## config.mk

```make
export PLATFORM = sky130hd
export DESIGN_NAME = toy_fetch_mem_responder_flat
export DESIGN_NICKNAME = d
export VERILOG_FILES = /design/src/rtl/toy_fetch_mem_responder_if.sv /design/src/rtl/toy_fetch_mem_responder.sv /design/src/flat_wrapper.sv
export SDC_FILE = /design/constraint.sdc
export NUM_CORES = 1
export LEC_CHECK = 0
export ABC_AREA = 1
export ABC_CLOCK_PERIOD_IN_PS = 5700
export BUFFER_PORTS_ARGS = -buffer_cell sky130_fd_sc_hd__buf_2
export CORE_UTILIZATION = 36
export CTS_BUF_LIST = sky130_fd_sc_hd__clkbuf_8
export CTS_CLUSTER_DIAMETER = 60
export CTS_CLUSTER_SIZE = 8
export DETAILED_ROUTE_END_ITERATION = 12
export PLACE_DENSITY = 0.67
export SLEW_MARGIN = 15
export SYNTH_ARGS = -nofsm -noshare
export SYNTH_HDL_FRONTEND = slang
export SYNTH_SLANG_ARGS = --single-unit
```

## constraint.sdc

```tcl
create_clock -name clk -period 5.7 [get_ports clk]
set_input_delay 1.14 -clock clk [delete_from_list [all_inputs] [get_ports clk]]
set_output_delay 1.14 -clock clk [all_outputs]
set_load 0.03 [all_outputs]
```

## src/rtl/toy_fetch_mem_responder_if.sv

```systemverilog
// Fetch request/ack handshake bundle between a fetch unit (master) and the
// line responder (slave).
interface toy_fetch_mem_responder_if #(
  parameter int ADDR_WIDTH       = 32,
  parameter int FETCH_DATA_WIDTH = 256,
  parameter int ID_WIDTH         = 48
);
  logic                        fetch_mem_req_vld;
  logic                        fetch_mem_req_rdy;
  logic [ADDR_WIDTH-1:0]       fetch_mem_req_addr;
  logic [ID_WIDTH-1:0]         fetch_mem_req_entry_id;
  logic                        fetch_mem_ack_vld;
  logic                        fetch_mem_ack_rdy;
  logic [FETCH_DATA_WIDTH-1:0] fetch_mem_ack_data;
  logic [ID_WIDTH-1:0]         fetch_mem_ack_entry_id;

  modport master (
    output fetch_mem_req_vld, fetch_mem_req_addr, fetch_mem_req_entry_id,
    output fetch_mem_ack_rdy,
    input  fetch_mem_req_rdy, fetch_mem_ack_vld, fetch_mem_ack_data,
    input  fetch_mem_ack_entry_id
  );

  modport slave (
    input  fetch_mem_req_vld, fetch_mem_req_addr, fetch_mem_req_entry_id,
    input  fetch_mem_ack_rdy,
    output fetch_mem_req_rdy, fetch_mem_ack_vld, fetch_mem_ack_data,
    output fetch_mem_ack_entry_id
  );
endinterface

```

## src/rtl/toy_fetch_mem_responder.sv

```systemverilog
// Fetch line responder: queues up to two requests and assembles each line from BEATS bus reads.
// Define TOY_FETCH_RESP_CRIT_FIRST_EN to issue the beat holding req_addr first (wrapping in the line).
module toy_fetch_mem_responder #(
  parameter int ADDR_WIDTH       = 32,
  parameter int FETCH_DATA_WIDTH = 256,
  parameter int BUS_DATA_WIDTH   = 64,
  parameter int ID_WIDTH         = 48
) (
  input  logic                      clk,
  input  logic                      rst,
  toy_fetch_mem_responder_if.slave  fetch_if,
  output logic                      mem_en,
  output logic [ADDR_WIDTH-1:0]     mem_addr,
  input  logic [BUS_DATA_WIDTH-1:0] mem_rd_data
);

  localparam int BEATS      = FETCH_DATA_WIDTH / BUS_DATA_WIDTH;
  localparam int BUS_BYTES  = BUS_DATA_WIDTH / 8;
  localparam int LINE_BYTES = FETCH_DATA_WIDTH / 8;
  localparam int BUS_LSB    = $clog2(BUS_BYTES);
  localparam int LINE_LSB   = $clog2(LINE_BYTES);
  localparam int LANE_W     = $clog2(BEATS);

  typedef logic [LANE_W-1:0] lane_t;
  typedef enum logic [1:0] {IDLE, READ, WAIT, RESP} state_t;

  logic [ADDR_WIDTH-1:0] fifo_addr_q [2];
  logic [ID_WIDTH-1:0]   fifo_id_q   [2];
  logic                  wr_ptr_q, rd_ptr_q;
  logic [1:0]            count_q, count_d;
  logic                  push, pop;

  state_t                                 state_q;
  lane_t                                  beat_q;
  logic                                   cap_vld_q;
  lane_t                                  cap_lane_q;
  logic [BEATS-1:0][BUS_DATA_WIDTH-1:0]   line_q;
  logic                                   ack_vld_q;
  logic [ID_WIDTH-1:0]                    ack_id_q;

  logic [ADDR_WIDTH-1:0] head_addr, line_base, beat_addr;
  lane_t                 beat_lane;

  // Ready looks only at the registered count, so a same-cycle pop never opens a slot early.
  assign fetch_if.fetch_mem_req_rdy = ~rst & (count_q != 2'd2);
  assign push    = fetch_if.fetch_mem_req_vld & fetch_if.fetch_mem_req_rdy;
  assign pop     = ack_vld_q & fetch_if.fetch_mem_ack_rdy;
  assign count_d = count_q + {1'b0, push} - {1'b0, pop};

  assign head_addr = fifo_addr_q[rd_ptr_q];
  assign line_base = head_addr & ~ADDR_WIDTH'(LINE_BYTES - 1);

`ifdef TOY_FETCH_RESP_CRIT_FIRST_EN
  // Lane arithmetic is LANE_W wide, so the critical-first order wraps inside the line.
  assign beat_lane = head_addr[LINE_LSB-1:BUS_LSB] + beat_q;
`else
  assign beat_lane = beat_q;
`endif

  assign beat_addr = line_base | (ADDR_WIDTH'(beat_lane) << BUS_LSB);
  assign mem_en    = (state_q == READ);
  assign mem_addr  = mem_en ? beat_addr : '0;

  assign fetch_if.fetch_mem_ack_vld      = ack_vld_q;
  assign fetch_if.fetch_mem_ack_data     = line_q;
  assign fetch_if.fetch_mem_ack_entry_id = ack_id_q;

  // NOTE: pure storage needs no reset; count_q alone decides which entries are live.
  always_ff @(posedge clk) begin
    if (push) begin
      fifo_addr_q[wr_ptr_q] <= fetch_if.fetch_mem_req_addr;
      fifo_id_q[wr_ptr_q]   <= fetch_if.fetch_mem_req_entry_id;
    end
  end

  // NOTE: every sequential assignment is non-blocking so all registers see pre-edge values.
  always_ff @(posedge clk) begin
    if (rst) begin
      wr_ptr_q   <= 1'b0;
      rd_ptr_q   <= 1'b0;
      count_q    <= 2'd0;
      state_q    <= IDLE;
      beat_q     <= '0;
      cap_vld_q  <= 1'b0;
      cap_lane_q <= '0;
      line_q     <= '0;
      ack_vld_q  <= 1'b0;
      ack_id_q   <= '0;
    end else begin
      if (push) wr_ptr_q <= ~wr_ptr_q;
      if (pop)  rd_ptr_q <= ~rd_ptr_q;
      count_q <= count_d;

      // Read data returns one cycle after issue; remember which lane it belongs to.
      cap_vld_q  <= mem_en;
      cap_lane_q <= beat_lane;
      if (cap_vld_q) line_q[cap_lane_q] <= mem_rd_data;

      case (state_q)
        IDLE: begin
          if (count_q != 2'd0) begin
            state_q <= READ;
            beat_q  <= '0;
          end
        end
        READ: begin
          if (beat_q == lane_t'(BEATS - 1)) begin
            state_q <= WAIT;
            beat_q  <= '0;
          end else begin
            beat_q <= beat_q + 1'b1;
          end
        end
        WAIT: begin
          state_q   <= RESP;
          ack_vld_q <= 1'b1;
          ack_id_q  <= fifo_id_q[rd_ptr_q];
        end
        RESP: begin
          if (fetch_if.fetch_mem_ack_rdy) begin
            ack_vld_q <= 1'b0;
            state_q   <= (count_d != 2'd0) ? READ : IDLE;
          end
        end
        default: state_q <= IDLE;
      endcase
    end
  end

endmodule

```

## src/flat_wrapper.sv

```systemverilog
// flat-port wrapper written by rule: the top's interface ports become plain ports
module toy_fetch_mem_responder_flat 
#(
  parameter int ADDR_WIDTH       = 32,
  parameter int FETCH_DATA_WIDTH = 256,
  parameter int BUS_DATA_WIDTH   = 64,
  parameter int ID_WIDTH         = 48
)
  (clk, rst, mem_en, mem_addr, mem_rd_data, fetch_if_fetch_mem_req_vld, fetch_if_fetch_mem_req_addr, fetch_if_fetch_mem_req_entry_id, fetch_if_fetch_mem_ack_rdy, fetch_if_fetch_mem_req_rdy, fetch_if_fetch_mem_ack_vld, fetch_if_fetch_mem_ack_data, fetch_if_fetch_mem_ack_entry_id);
  toy_fetch_mem_responder_if #(.ADDR_WIDTH(ADDR_WIDTH), .FETCH_DATA_WIDTH(FETCH_DATA_WIDTH), .ID_WIDTH(ID_WIDTH)) fetch_if_i ();
  input  logic clk;
  input  logic rst;
  output logic mem_en;
  output logic [ADDR_WIDTH-1:0] mem_addr;
  input  logic [BUS_DATA_WIDTH-1:0] mem_rd_data;
  input wire logic [$bits(fetch_if_i.fetch_mem_req_vld)-1:0] fetch_if_fetch_mem_req_vld;
  input wire logic [$bits(fetch_if_i.fetch_mem_req_addr)-1:0] fetch_if_fetch_mem_req_addr;
  input wire logic [$bits(fetch_if_i.fetch_mem_req_entry_id)-1:0] fetch_if_fetch_mem_req_entry_id;
  input wire logic [$bits(fetch_if_i.fetch_mem_ack_rdy)-1:0] fetch_if_fetch_mem_ack_rdy;
  output wire logic [$bits(fetch_if_i.fetch_mem_req_rdy)-1:0] fetch_if_fetch_mem_req_rdy;
  output wire logic [$bits(fetch_if_i.fetch_mem_ack_vld)-1:0] fetch_if_fetch_mem_ack_vld;
  output wire logic [$bits(fetch_if_i.fetch_mem_ack_data)-1:0] fetch_if_fetch_mem_ack_data;
  output wire logic [$bits(fetch_if_i.fetch_mem_ack_entry_id)-1:0] fetch_if_fetch_mem_ack_entry_id;
  assign fetch_if_i.fetch_mem_req_vld = fetch_if_fetch_mem_req_vld;
  assign fetch_if_i.fetch_mem_req_addr = fetch_if_fetch_mem_req_addr;
  assign fetch_if_i.fetch_mem_req_entry_id = fetch_if_fetch_mem_req_entry_id;
  assign fetch_if_i.fetch_mem_ack_rdy = fetch_if_fetch_mem_ack_rdy;
  assign fetch_if_fetch_mem_req_rdy = fetch_if_i.fetch_mem_req_rdy;
  assign fetch_if_fetch_mem_ack_vld = fetch_if_i.fetch_mem_ack_vld;
  assign fetch_if_fetch_mem_ack_data = fetch_if_i.fetch_mem_ack_data;
  assign fetch_if_fetch_mem_ack_entry_id = fetch_if_i.fetch_mem_ack_entry_id;
  toy_fetch_mem_responder #(.ADDR_WIDTH(ADDR_WIDTH), .FETCH_DATA_WIDTH(FETCH_DATA_WIDTH), .BUS_DATA_WIDTH(BUS_DATA_WIDTH), .ID_WIDTH(ID_WIDTH)) u_core (.clk(clk), .rst(rst), .fetch_if(fetch_if_i), .mem_en(mem_en), .mem_addr(mem_addr), .mem_rd_data(mem_rd_data));
endmodule
```

After elaboration in Yosys (flattened, before gate mapping)
Memories as Yosys holds them, arrays and structs flattened. A register that Yosys moved wholly into a read port is not among the register bits.
Index checks and enable logic that the tools add are counted.

word-level totals
  word-level logic and storage cells = 61
  memories kept = 2
  bits in writable memories = 160
  input bits = 148
  flip-flop bits (word level) = 268

operators by class
  bitwise logic cells = 7
  $lt $le $gt $ge = 2
  reductions and logical operators = 9
  equality and inequality tests = 8
  mux-type cells = 18
  add/sub/neg operators = 3

memory list
  memory              words  bits a word  rd ports  clocked after memory_dff  wr ports  RTL line                       RTL
  u_core.fifo_id_q    2      48           1         1                         1         toy_fetch_mem_responder.sv:28  logic [ID_WIDTH-1:0] fifo_id_q [2];
  u_core.fifo_addr_q  2      32           1         1                         1         toy_fetch_mem_responder.sv:27  logic [ADDR_WIDTH-1:0] fifo_addr_q [2];

operator list
  cell                                                                           count
  256-bit bitwise mux                                                            1
  64-bit demux with 2-bit select                                                 1
  64-bit 2-to-1 mux                                                              1
  32-bit 2-to-1 mux                                                              1
  32-bit by 5-bit OR with 32-bit output                                          1
  2-bit 2-to-1 mux                                                               5
  2-bit one-hot mux with 4 select lines                                          1
  2-bit nonzero test                                                             4
  2-bit equality test (second input constant)                                    3
  1-bit 2-to-1 mux                                                               6
  2-bit != test (second input constant)                                          3
  2-bit one-hot mux with 2 select lines                                          1
  2-bit AND reduction                                                            2
  1-bit AND                                                                      3
  2-bit by 3-bit less-than comparator with 1-bit output (second input constant)  1
  1-bit inverter                                                                 3
  3-bit AND reduction                                                            1
  2-bit by 1-bit adder with 2-bit output                                         1
  2-bit by 1-bit adder with 2-bit output (second input constant)                 1
  2-bit by 1-bit equality test with 1-bit output (second input constant)         1
  2-bit by 1-bit >= comparator with 1-bit output (second input constant)         1
  2-bit logical NOT                                                              1
  2-bit by 1-bit != test with 1-bit output (second input constant)               1
  1-bit one-hot mux with 2 select lines                                          1
  other kinds (2)                                                                2

Longest topological paths before layout
Gate-level depths: netlist (run 1).

  depth in word-level cells = 9
  mapped depth = 12

Least setup slack after synthesis (run 1)
OpenSTA, ideal clock, no wires.

  kind = input to register
  from = in rst
  to = mem u_core.fifo_addr_q[0][10] (enable)
  data required time = 5.191 ns
  stages = 4
  path slack = -0.046 ns
  buffers on the path = 1
  library setup time = 0.509 ns
  arrival time = 5.237 ns
  cells stage by stage = buf_2 > a21oi_1 > nand2_1 > nor2_1

between the ends
  word-level cells in the longest chain between the ends = 5

RTL lines
  item                                    RTL line                       RTL
  start, declared                         flat_wrapper.sv:12             input logic rst;
  1-bit inverter                          toy_fetch_mem_responder.sv:45  assign fetch_if.fetch_mem_req_rdy = ~rst & (count_q != 2'd2);
  1-bit AND                               toy_fetch_mem_responder.sv:45
  named net fetch_if_fetch_mem_req_rdy    flat_wrapper.sv:20             output wire logic [$bits(fetch_if_i.fetch_mem_req_rdy)-1:0] fetch_if_fetch_mem_req_rdy;
  1-bit AND                               toy_fetch_mem_responder.sv:46  assign push = fetch_if.fetch_mem_req_vld & fetch_if.fetch_mem_req_rdy;
  1-bit 2-to-1 mux                        toy_fetch_mem_responder.sv:70  if (push) begin
  1-bit 2-to-1 mux (implied by the code)  toy_fetch_mem_responder.sv:71  fifo_addr_q[wr_ptr_q] <= fetch_if.fetch_mem_req_addr;
  end, declared                           toy_fetch_mem_responder.sv:27

The timed path passes the listed nets, and every way through them passes these cells.

==> results of run 1 <==
[cells in the final DEF, fill, tap and decap left out, types with 6 or more instances in the layout]
cell type  count
a21oi_1       71
buf_2        478
buf_4         18
clkbuf_8      71
dfxtp_1      315
edfxtp_1     150
ha_1           6
inv_1         92
nand2_1      175
nand3_1      115
nor2_1       447
o211ai_1      48
o21ai_0      133
o21ai_1       92
[stage by stage]
stage                     setup TNS [ns]  cell area [µm²]  util (%)  setup WS [ns]  instances
after floorplan                    -6.96            16700         -        -0.0464       1766
after detailed placement               0            19400      42.6           1.90       2737
after global placement                 0            19400      42.6           1.89       2737
final                                  0            20600      45.2           1.36       2846
after global routing                   0            20600      45.2          0.994       2844
after CTS                              0            20600      45.2           1.13       2844
[state kept, by name, indices dropped and copies added, names as in the netlist, 2 cells and up, named ones only]
signal                                  cells
u_core.beat_lane                            2
u_core.cap_lane_q                           2
u_core.count_q                              2
u_core.fetch_if.fetch_mem_ack_data        256
u_core.fetch_if.fetch_mem_ack_entry_id     48
u_core.fifo_addr_q                         54
u_core.fifo_id_q                           96
u_core.state_q                              2
[worst max-delay path, stage by stage (launching register included)]
cell	delay (ns)
dfxtp_1	0.97
clkinv_1	1.01
nor2_1	0.32
nor2_1	0.08
buf_2	0.18
[where the power goes]
part / internal [mW] / leakage [nW] / switching, mW
Clock: 1.24 / 0.707 / 1.25
Sequential: 3.75 / 3.94 / 0.160
Combinational: 0.467 / 4.85 / 1.28
Total: 5.46 / 9.50 / 2.69
[kinds of logic (layout without fill, tap and decap cells)]
group,Yosys count,count (layout),share of synthesized area (%)
other,1,5,0.0225
flip-flops,467,467,65.1
adder cells (fa/ha/maj),7,7,0.526
buffers and inverters,198,676,5.49
AO/OA/AOI/OAI,347,347,11.2
AND/OR/NAND/NOR,744,744,17.7
[worst max path at each step]
| stage | depth (start not counted) | endpoint | slack [ns] |
|---|---|---|---|
| after floorplan | 4 | u_core.fifo_addr_q[0][10] | -0.05 |
| after global placement | 4 | mem_addr[22] | 1.89 |
| after detailed placement | 4 | mem_addr[19] | 1.90 |
| after CTS | 4 | mem_addr[24] | 1.13 |
| after global routing | 4 | mem_addr[14] | 0.99 |
| final | 4 | mem_addr[24] | 1.36 |
[layer usage]
metal	track usage (%)	up-vias	wire (µm)
li1	-	6727	-
met1	24.7	6700	20500
met2	35.2	582	24100
met3	8.65	97	5070
met4	7.00	16	1230
met5	0	-	95
[area by class of cell]
| class | count | area (µm²) | share of cell area (%) |
|---|---|---|---|
| Inverter | 73 | 279 | 1.36 |
| Clock inverter | 36 | 226 | 1.10 |
| Clock buffer | 71 | 977 | 4.75 |
| Antenna cell | 2 | 5.00 | 0.0243 |
| Sequential cell | 467 | 10900 | 52.8 |
| Tap cell | 600 | 751 | 3.65 |
| Multi-Input combinational cell | 1101 | 4950 | 24.1 |
| Timing Repair Buffer | 496 | 2530 | 12.3 |
==> metrics.txt, run 1 <==
DR pass1 iterations 5; Final Max Slew Viols 0; register area share after synthesis 65.1%; FFs w/ async S/R, synth 0%; DIE WIDTH 217 µm; Clock Sink Count 467; total grt overflow 0; total power draw 8.15 mW; Netlist cell types 25; WHS 0.455 ns; Hold Fails Final Rpt 0; IO Port Bufs 478; hold endpoint u_core.cap_lane_q[1]; Hold Crit Class flop to flop; max_slew headroom 24.6%; antenna violations before repair 10; status complete, no violations; RSZ-0062 raised after global routing false; final setup fails 0; clk_lat worst skew 0.62 ns; Die Area 47,200 µm²; Post-Syn Instances 1,764; Max Root-Sink Buffers 3; Final HPWL DP 32,500 µm; first-pass GRT wire length 77,600 µm; synth top area cells dfxtp_1 (38%), edfxtp_1 (27%), nor2_1 (10%); # IOs 487; Post-synth top cells nor2_1 (449), dfxtp_1 (317), nand2_1 (177); Max Fclk 0.230 GHz; CTS tree yes; Reg-to-Reg End u_core.fetch_if.fetch_mem_ack_data[55]; largest net degree at the start of global routing 130; GPL Wtd Cong 0.848; LEAKAGE 9.50 nW; #FFs+latches synth 467; Via Count 14,122; Initial Util 36.6%; worst hold start u_core.beat_lane[1]; H-tree levels 3; hold path depth 2; pwr dens 396 nW/µm²; Final Critical Period 4.34 ns; fraction of layout cells with a size suffix above 1 26.3%; post-synth top area cell dfxtp_1; Clock transition at path regs 0.06 ns; Yosys top cell area share 38.1%; DR vias/cell 4.96; Final nets 2,364; Core ar. 45,500 µm²; Worst Skew 0.0231 ns; vias in the first global route 13,748; mapped cell area 16,700 µm²; Critical Path AT 3.20 ns; Setup Fix Bufs, Post-CTS 0; Maximum Capacitance Violations 0; row count 78; final WL 51,000 µm; Area growth, synth to finish 23.4%; most common cell in the synthesized netlist nor2_1; Post-Syn Area per Cell 9.45 µm²; wire length per cell 17.9 µm; worst-path fanout max 28; Hold-fix buffers, CTS 0; Reg2Reg Launch Point u_core.cap_lane_q[1]; Fillers 4,381; FF-to-FF path depth 7; Max VDD drop 0.314 mV; CP required 4.56 ns; 1st-iter DRT viols 912; crit path capture type primary output; Routed Antenna Nets 0; Root Driver clkbuf_8; slew at the pin with the worst max-slew slack 1.13 ns; Critical Path Source Type flop; Resized Gates After CTS 0; EDFF count, synth 150; setup slack, reg-to-reg 3.07 ns; dominant synthesized flop cell dfxtp_1; die height 217 µm; GRT Overall Usage 21.2%; Final Cycle Share 76.2%; Num CTS Buffers 70; crit path kind flop to primary output; Residual DRC 0; Ys Warns 0
(Power assumes the default switching activity.)
==> run 2: changes to the inputs <==
--- a/config.mk
+++ b/config.mk
@@ -6,14 +6,14 @@
 export NUM_CORES = 1
 export LEC_CHECK = 0
 export ABC_AREA = 1
-export ABC_CLOCK_PERIOD_IN_PS = 5700
+export ABC_CLOCK_PERIOD_IN_PS = 3600
 export BUFFER_PORTS_ARGS = -buffer_cell sky130_fd_sc_hd__buf_2
 export CORE_UTILIZATION = 36
 export CTS_BUF_LIST = sky130_fd_sc_hd__clkbuf_8
 export CTS_CLUSTER_DIAMETER = 60
 export CTS_CLUSTER_SIZE = 8
 export DETAILED_ROUTE_END_ITERATION = 12
-export PLACE_DENSITY = 0.67
+export PLACE_DENSITY = 0.69
 export SLEW_MARGIN = 15
 export SYNTH_ARGS = -nofsm -noshare
 export SYNTH_HDL_FRONTEND = slang
==> constraint.sdc (replaced) <==
create_clock -name clk -period 3.6 [get_ports clk]
set_input_delay 0.72 -clock clk [delete_from_list [all_inputs] [get_ports clk]]
set_output_delay 0.72 -clock clk [all_outputs]
set_load 0.03 [all_outputs]
==> run 2 against run 1 <==
  * First-iteration DRC count rose by 26%
  * Die area did not move
  * Design area rose by 0.33%
  * Total power rose by 58%
  * Via count fell by 0.13%
  * Utilization rose by 0.15 points
  * Sequential share of layout area fell by 0.18 points
  * Sequential cell count did not move
  * Non-clock buffer count rose by 5
==> metrics.txt, run 2 (synthesis gave the netlist of run 1 again) <==
status complete, no violations; LEAKAGE 9.52 nW (+0.16%); Crit path largest cell delay 0.76 ns (-0.25 ns); Critical Path AT 2.63 ns (-0.57 ns); crit path kind flop to primary output; Worst Skew 0.0192 ns (-0.00390 ns); Finished Core Util 45.4% (+0.15 points); Core ar. 45,500 µm² (unchanged); fraction of layout cells with a size suffix above 1 26.6% (+0.28 points); GPL Wtd Cong 0.858 (+1.2%); max_slew headroom 36.9% (+12 points); clk_lat worst skew 0.63 ns (about the same); WHS 0.266 ns (-0.189 ns); most frequent cells in the layout buf_2 (477), nor2_1 (447), dfxtp_1 (315); placed insts 2,742 (+0.18%); final WL 50,700 µm (-0.59%); # IOs 487 (unchanged); Area growth, synth to finish 23.9%; Final HPWL DP 32,500 µm (about the same); Final nets 2,369 (+0.21%); Critical Path Source Type flop; cell mode on critical path nor2_1; DIE WIDTH 217 µm (unchanged); Reg2Reg Launch Point u_core.cap_lane_q[1]; Clock transition at path regs 0.06 ns (about the same); Root Driver clkbuf_8; RSZ-0062 raised after global routing false; max reg flops 256 (unchanged); CTS tree yes; slew at the pin with the worst max-slew slack 0.947 ns (-0.185 ns); vias in the first global route 13,469 (-2.0%); Residual DRC 0 (unchanged); Max VDD drop 0.443 mV (+41%); IO Port Bufs 478 (unchanged); Final Max Slew Viols 0 (unchanged); CP required 2.88 ns (-1.68 ns); Final Critical Period 3.35 ns; row count 78 (unchanged); final setup fails 0 (unchanged); wire length per cell 17.8 µm (-0.76%); Final Cycle Share 92.9%; Maximum Capacitance Violations 0 (unchanged); worst setup margin 0.255 ns (-1.10 ns); Hold Fails Final Rpt 0 (unchanged); crit path capture type primary output; H-tree levels 3 (unchanged); 1st-iter DRT viols 1,147 (+26%); first-pass GRT wire length 76,400 µm (-1.6%); largest net degree at the start of global routing 104 (-20%); Num CTS Buffers 70 (unchanged); Routed Antenna Nets 0 (unchanged); antenna violations before repair 9 (-1); DR pass1 iterations 5 (unchanged); crit-path cells buf_4, clkinv_1, nor2_1, nor2_1, buf_2; Non-Filler Instances 2,851 (+0.18%); Slowest-stage cell, CP clkinv_1; Initial Util 36.6% (unchanged); minimum setup slack after placement 0.898 ns (-0.997 ns); total grt overflow 0 (unchanged); Die Area 47,200 µm² (unchanged); Clock Sink Count 467 (unchanged); commonest non-fill, non-tap cell in the layout buf_2; DR vias/cell 4.95 (-0.31%); GRT Overall Usage 20.8% (-0.38 points); pwr dens 624 nW/µm² (+57%); Max Fclk 0.299 GHz; Via Count 14,103 (-0.13%); worst hold start fetch_if_fetch_mem_req_entry_id[9]; Hold Crit Class primary input to flop; worst-path fanout max 28 (unchanged); Max Root-Sink Buffers 3 (unchanged); Setup Fix Bufs, Post-CTS 0 (unchanged); die height 217 µm (unchanged)
-- run 2: critical path: cells and delay by family (launching register included) --
kind / cells / cell delay (ns)
buffers and inverters: 3 / 1.22
flip-flops: 1 / 0.31
AND/OR/NAND/NOR: 2 / 0.45
-- run 2: per-stage QoR --
stage / area, µm² / total power [mW] / TNS (ns)
finish: 20600 / 12.9 / 0
global placement: 19500 / 9.04 / 0
detailed placement: 19500 / 9.10 / 0
CTS: 20600 / 13.0 / 0
floorplan: 16700 / 8.14 / -73.92
global route: 20600 / 13.5 / 0
-- run 2: where the power goes --
part	internal, mW	switching (mW)	total, mW
Combinational	0.754	2.06	2.81
Clock	1.90	1.99	3.89
Sequential	5.94	0.242	6.18
Total	8.59	4.29	12.9
-- run 2: area by class of cell --
type	instances	area, µm²
Antenna cell	4	10.0
Clock buffer	71	977
Clock inverter	34	198
Fill cell	4356	24800
Inverter	73	279
Multi-Input combinational cell	1101	4950
Sequential cell	467	10900
Tap cell	600	751
Timing Repair Buffer	501	2620
-- run 2: worst paths after layout --
path | slack (ns) | cells after the start | end
max | 0.25 | 5 | mem_addr[23]
min | 0.27 | 1 | u_core.fifo_id_q[1][9]
max reg2reg | 1.11 | 6 | u_core.fetch_if.fetch_mem_ack_data[96]
min reg2reg | 0.46 | 2 | u_core.fetch_if.fetch_mem_ack_data[231]
-- run 2: layer usage --
metal	global-route usage, %	share of wire (%)	vias to the layer above
li1	-	-	6733
met1	24.9	40	6629
met2	34.0	48	632
met3	7.65	9.8	99
met4	7.82	2.6	10
met5	0	0.13	-
-- run 2: timing repair --
| item | in CTS | in global routing |
|---|---|---|
| hold endpoints to repair | 0 | 0 |
| hold buffers | 0 | 0 |
| gates resized for setup | 0 | 1 |
| endpoints found under the setup margin | 0 | 9 |
